**src/rtl/conversor_binario_bcd.sv**
```systemverilog
`default_nettype none
// +----------------------------------------------------------------------------+
// | conversor_binario_bcd: sequential binary-to-BCD converter (double dabble), |
// | one bit per clock, WIDTH cycles per conversion.  Rev 1.0                   |
// +----------------------------------------------------------------------------+
module conversor_binario_bcd #(
  parameter int WIDTH  = 16,
  parameter int DIGITS = 5
) (
  input  logic                clock,
  input  logic                reset_n,
  input  logic                inicio,
  input  logic [WIDTH-1:0]    binario,
  output logic                ocupado,
  output logic                pronto,
  output logic [4*DIGITS-1:0] bcd
);

  localparam int C_BCD_W = 4 * DIGITS;
  localparam int C_CNT_W = $clog2(WIDTH + 1);
  localparam logic [C_CNT_W-1:0] C_CNT_INIT = C_CNT_W'(WIDTH);
  localparam logic [C_CNT_W-1:0] C_CNT_ONE  = C_CNT_W'(1);

  typedef enum logic [0:0] {
    OCIOSO   = 1'b0,
    CONVERTE = 1'b1
  } state_t;

  state_t               r_state;
  logic [WIDTH-1:0]     r_shift;
  logic [C_BCD_W-1:0]   r_acc;
  logic [C_CNT_W-1:0]   r_count;
  logic [C_BCD_W-1:0]   w_adj;
  logic [C_BCD_W-1:0]   w_acc_next;
  logic [WIDTH-1:0]     w_shift_next;

  // Every WIDTH-bit value must fit in DIGITS decimal digits (log10(2) ~ 0.30103).
  generate
    if (DIGITS * 100000 < WIDTH * 30103) begin : g_digits_check
      $error("conversor_binario_bcd: DIGITS too small for WIDTH");
    end
  endgenerate

  genvar i;
  generate
    for (i = 0; i < DIGITS; i++) begin : g_nibble
      assign w_adj[4*i +: 4] = (r_acc[4*i +: 4] >= 4'd5) ? (r_acc[4*i +: 4] + 4'd3)
                                                           : r_acc[4*i +: 4];
    end
  endgenerate

  // Shift the adjusted accumulator and feed the binary MSB into the units LSB.
  assign w_acc_next   = (w_adj << 1) | C_BCD_W'(r_shift[WIDTH-1]);
  assign w_shift_next = r_shift << 1;

  always_ff @(posedge clock or negedge reset_n) begin
    if (!reset_n) begin
      r_state <= OCIOSO;
      r_shift <= '0;
      r_acc   <= '0;
      r_count <= '0;
      ocupado <= 1'b0;
      pronto  <= 1'b0;
      bcd     <= '0;
    end else begin
      pronto <= 1'b0;
      case (r_state)
        OCIOSO: begin
          if (inicio) begin
            r_shift <= binario;
            r_acc   <= '0;
            r_count <= C_CNT_INIT;
            ocupado <= 1'b1;
            r_state <= CONVERTE;
          end
        end
        CONVERTE: begin
          r_acc   <= w_acc_next;
          r_shift <= w_shift_next;
          r_count <= r_count - C_CNT_ONE;
          // Only the finished accumulator ever reaches bcd.
          if (r_count == C_CNT_ONE) begin
            bcd     <= w_acc_next;
            pronto  <= 1'b1;
            ocupado <= 1'b0;
            r_state <= OCIOSO;
          end
        end
        default: begin
          r_state <= OCIOSO;
          ocupado <= 1'b0;
        end
      endcase
    end
  end

endmodule
`default_nettype wire

```
**config.mk**
```make
export PLATFORM = sky130hd
export DESIGN_NAME = conversor_binario_bcd
export DESIGN_NICKNAME = d
export VERILOG_FILES = /design/src/rtl/conversor_binario_bcd.sv
export SDC_FILE = /design/constraint.sdc
export NUM_CORES = 1
export LEC_CHECK = 0
export ABC_AREA = 1
export CORE_ASPECT_RATIO = 1.75
export CORE_MARGIN = 2
export CORE_UTILIZATION = 55
export CTS_CLUSTER_DIAMETER = 60
export DETAILED_ROUTE_END_ITERATION = 10
export MAX_ROUTING_LAYER = met4
export PLACE_DENSITY = 0.8
export RECOVER_POWER = 50
export SKIP_CTS_REPAIR_TIMING = 1
export SYNTH_ARGS = -nofsm -noshare
export SYNTH_HDL_FRONTEND = slang
export SYNTH_SLANG_ARGS = --single-unit
```
**constraint.sdc**
```tcl
create_clock -name clock -period 1.53 [get_ports clock]
set_input_delay 0.459 -clock clock [delete_from_list [all_inputs] [get_ports clock]]
set_output_delay 0.459 -clock clock [all_outputs]
set_load 0.03 [all_outputs]
```
==> flow_results.xml <==
<?xml version="1.0" encoding="UTF-8"?>
<metrics>
  <group name="setup_path">
    <metric name="worst_setup_path_start_kind" unit="">register</metric>
    <metric name="critical_path_buf_inv_count" unit="">1</metric>
    <metric name="worstSetupPathType" unit="">register to output port</metric>
    <metric name="timing.critical_path.max_delay_family" unit="">flip-flops</metric>
    <metric name="slowest_stage" unit="">dfrtp_1</metric>
    <metric name="worstPathRequired" unit="ns">1.07</metric>
    <metric name="cp_data_arrival_time" unit="ns">0.99</metric>
    <metric name="worst_setup_path_end_kind" unit="">output port</metric>
    <metric name="setup_slack_reg_to_reg" unit="ns">0.12</metric>
    <metric name="crit_path_max_incr_delay" unit="ns">0.35</metric>
    <metric name="crit_path_cell_trace" unit="">dlymetal6s2s_1</metric>
    <metric name="timing.critical_path.fanout_max" unit="">2</metric>
  </group>
  <group name="global_route">
    <metric name="grt_antenna_before_repair" unit="">0</metric>
    <metric name="total_routing_resource_utilization_after_global_routing" unit="">0.2547</metric>
    <metric name="grt_max_degree" unit="">65</metric>
    <metric name="grt_pass1_wl" unit="mm">11.32</metric>
    <metric name="grt_pass1_vias" unit="">2662</metric>
    <metric name="gr-total-overflow" unit="">0</metric>
  </group>
  <group name="synthesis">
    <metric name="syn_area_per_cell" unit="um^2">8.375</metric>
    <metric name="synth_nets" unit="">400</metric>
    <metric name="synth_cell_type_count" unit="">21</metric>
    <metric name="synthXorXnorAreaFrac" unit="">0</metric>
    <metric name="muxShareOfSynthArea" unit="">0</metric>
    <metric name="post_synth_and_or_nand_nor_area_fraction" unit="">0.2741</metric>
    <metric name="postSynthRegisterBits" unit="">64</metric>
    <metric name="seq_area_frac_synth" unit="">0.5182</metric>
    <metric name="yosysWarnings" unit="">0</metric>
    <metric name="post_synth_inst_count" unit="">369</metric>
    <metric name="synth_compound_gate_area_share" unit="">0.07976</metric>
    <metric name="main_combinational_cell_family_by_area_after_synthesis" unit="">simple AND/OR/NAND/NOR gates</metric>
    <metric name="post_synth_fa_ha_maj_area_fraction" unit="">0.04858</metric>
    <metric name="netlist_area" unit="um^2">3090</metric>
  </group>
  <group name="drt">
    <metric name="firstDrtPassIters" unit="">7</metric>
    <metric name="via_count" unit="">2675</metric>
    <metric name="drtIter0Drc" unit="">116</metric>
    <metric name="vias_cell" unit="">5.329</metric>
    <metric name="drt.antenna.violating_nets" unit="">0</metric>
    <metric name="route.final.wire_length" unit="mm">6.678</metric>
    <metric name="detail_route.drc_violations" unit="">0</metric>
    <metric name="wl_per_cell" unit="um">13.30</metric>
  </group>
  <group name="cells_and_area">
    <metric name="synthToLayoutAreaGrowth" unit="%">23.77</metric>
    <metric name="layout.cells.most_common" unit="">nand2_1</metric>
    <metric name="area_taken_by_flip_flops_and_latches" unit="um^2">1602</metric>
    <metric name="final_layout_size_suffix_gt1_frac" unit="">0.1150</metric>
    <metric name="most_frequent_cells_in_the_layout" unit="">nand2_1, dfrtp_1, inv_1, nand3_1, buf_4</metric>
    <metric name="multi_input_gate_area_in_the_final_layout" unit="um^2">1241</metric>
    <metric name="antenna_cells" unit="">0</metric>
    <metric name="finalInstanceArea" unit="um^2">3825</metric>
    <metric name="final_net_count" unit="">452</metric>
    <metric name="num-fill-cells" unit="">471</metric>
    <metric name="finish.cell_count_without_fillers" unit="">502</metric>
  </group>
  <group name="power_and_ir_drop">
    <metric name="p_leak" unit="nW">2.022</metric>
    <metric name="seq_power_share" unit="">0.346</metric>
    <metric name="relative_contribution_of_combinational_cells_to_total_power" unit="">0.491</metric>
    <metric name="switching_share" unit="">0.4361</metric>
    <metric name="report.power.total" unit="mW">8.795</metric>
    <metric name="intPower" unit="mW">4.959</metric>
    <metric name="power.switching" unit="mW">3.836</metric>
    <metric name="power.clock.fraction" unit="">0.164</metric>
    <metric name="worst_ir_drop_vdd" unit="mV">1.061</metric>
    <metric name="p_per_area" unit="nW/um^2">2299</metric>
  </group>
  <group name="floorplanning">
    <metric name="design.portCount" unit="">41</metric>
    <metric name="floorplan.core_area" unit="um^2">5495</metric>
    <metric name="fp.dieArea" unit="um^2">6258</metric>
    <metric name="fp.dieH" unit="um">103.2</metric>
    <metric name="die_width" unit="um">60.67</metric>
    <metric name="row_count" unit="">36</metric>
    <metric name="floorplan.initialDensity" unit="">0.5624</metric>
  </group>
  <group name="hold_path">
    <metric name="timing.hold.worst.class" unit="">input port to async pin</metric>
  </group>
  <group name="cts">
    <metric name="clkSinkCount" unit="">64</metric>
    <metric name="htree_num_levels" unit="">3</metric>
    <metric name="clk_latency" unit="ns">0.35</metric>
    <metric name="tritoncts.num_buffers" unit="">9</metric>
    <metric name="cts_root_buffer" unit="">clkbuf_8</metric>
    <metric name="tritoncts" unit="">done</metric>
    <metric name="ctsLongestPathBuffers" unit="">2</metric>
    <metric name="clk_pin_slew" unit="ns">0.07</metric>
  </group>
  <group name="sta">
    <metric name="timing.final.setup_violations" unit="">0</metric>
    <metric name="fin_crit" unit="ns">1.446</metric>
    <metric name="timing.final.max_slew_violations" unit="">0</metric>
    <metric name="report.final.hold_viol_count" unit="">0</metric>
    <metric name="final.setup_skew" unit="ns">0.006964</metric>
    <metric name="max_slew.worst_pin.slew" unit="ns">0.8595</metric>
    <metric name="slew_headroom" unit="">0.4270</metric>
    <metric name="period_share" unit="">0.9454</metric>
    <metric name="timing.fmax" unit="MHz">691.3</metric>
  </group>
  <group name="status">
    <metric name="status" unit="">completed</metric>
  </group>
  <group name="placement">
    <metric name="io_buffers" unit="">40</metric>
    <metric name="post-place-cells" unit="">481</metric>
    <metric name="gp_congestion" unit="">0.8677</metric>
    <metric name="dpl_cell_area" unit="um^2">3598</metric>
    <metric name="hpwlAfterDp" unit="mm">4.640</metric>
  </group>
  <group name="flow_run">
    <metric name="maxCapViolations" unit="">0</metric>
  </group>
</metrics>
## per-layer routing
layer  share of wire  track usage  routed length (um)  vias to the layer above
met5               0            -                   0                        -
met4           0.019       0.1421                 127                        0
met3           0.042      0.06901                 283                       15
met2            0.56       0.4202                3742                       74
met1            0.38       0.2674                2525                     1289
li1                -            -                   -                     1297
## cells in the mapped netlist, drive strengths merged
| cell type | number | area [um^2] |
|---|---|---|
| a21boi | 4 | 30.03 |
| buf | 11 | 76.32 |
| clkbuf | 1 | 3.750 |
| dfrtp | 64 | 1602 |
| ha | 12 | 150.1 |
| inv | 44 | 165.2 |
| nand2 | 141 | 531.8 |
| nand3 | 43 | 215.2 |
| nand4 | 10 | 62.56 |
| nor2 | 6 | 37.53 |
| o211ai | 4 | 30.03 |
| o21ai | 17 | 88.84 |
| o221ai | 9 | 78.83 |
| o22ai | 3 | 18.77 |
## sequential cells by signal, indices dropped and copies added (netlist names)
signal	cells
bcd	20
r_state	1
r_acc	20
r_shift	16
pronto	1
r_count	5
ocupado	1
## kinds of logic after synthesis
group | count (synthesis)
compound gates | 37
fa+ha+maj | 12
buf+inv | 56
flops | 64
simple gates | 200
## power by group through the flow
| stage | Combinational (mW) | Sequential, mW | Clock (mW) |
|---|---|---|---|
| 2_1_floorplan | 2.45 | 3.48 | 0 |
| 3_3_place_gp | 4.08 | 3.03 | 0 |
| 3_5_place_dp | 4.27 | 3.06 | 0 |
| 4_1_cts | 4.29 | 3.04 | 1.48 |
| 5_1_grt | 4.88 | 3.13 | 1.54 |
| 6_report | 4.32 | 3.04 | 1.44 |
## final cells by class
type                            count  area share
Inverter                           44     0.04383
Timing Repair Buffer               53      0.1361
Clock buffer                       13     0.04154
Multi-Input combinational cell    249      0.3245
Sequential cell                    64      0.4187
Clock inverter                      3     0.01047
Tap cell                           76     0.02486
## path summary, 6_finish.rpt
kind,cells after the start,from,end
setup / recovery,1,bcd[5],bcd[5]
setup reg to reg,7,r_acc[4],r_acc[7]
min in group clock,2,bcd[15],bcd[15]
hold reg to reg,2,bcd[15],bcd[15]
max in group asynchronous,2,reset_n,bcd[16]
hold / removal,2,reset_n,bcd[7]
## stage by stage
step	setup TNS [ns]	utilization	worst slack [ns]	hold slack (ns)
6_report	0	0.6960	0.08354	0.3339
3_3_place_gp	-1.580	0.6548	-0.1078	0.4571
3_5_place_dp	-2.338	0.6548	-0.1501	0.4628
2_1_floorplan	0	-	0.3509	0.1634
4_1_cts	-2.124	0.6910	-0.3215	0.1181
5_1_grt	-0.01939	0.6960	-0.01939	0.4091
No activity file was read; power rests on OpenSTA's default activity.
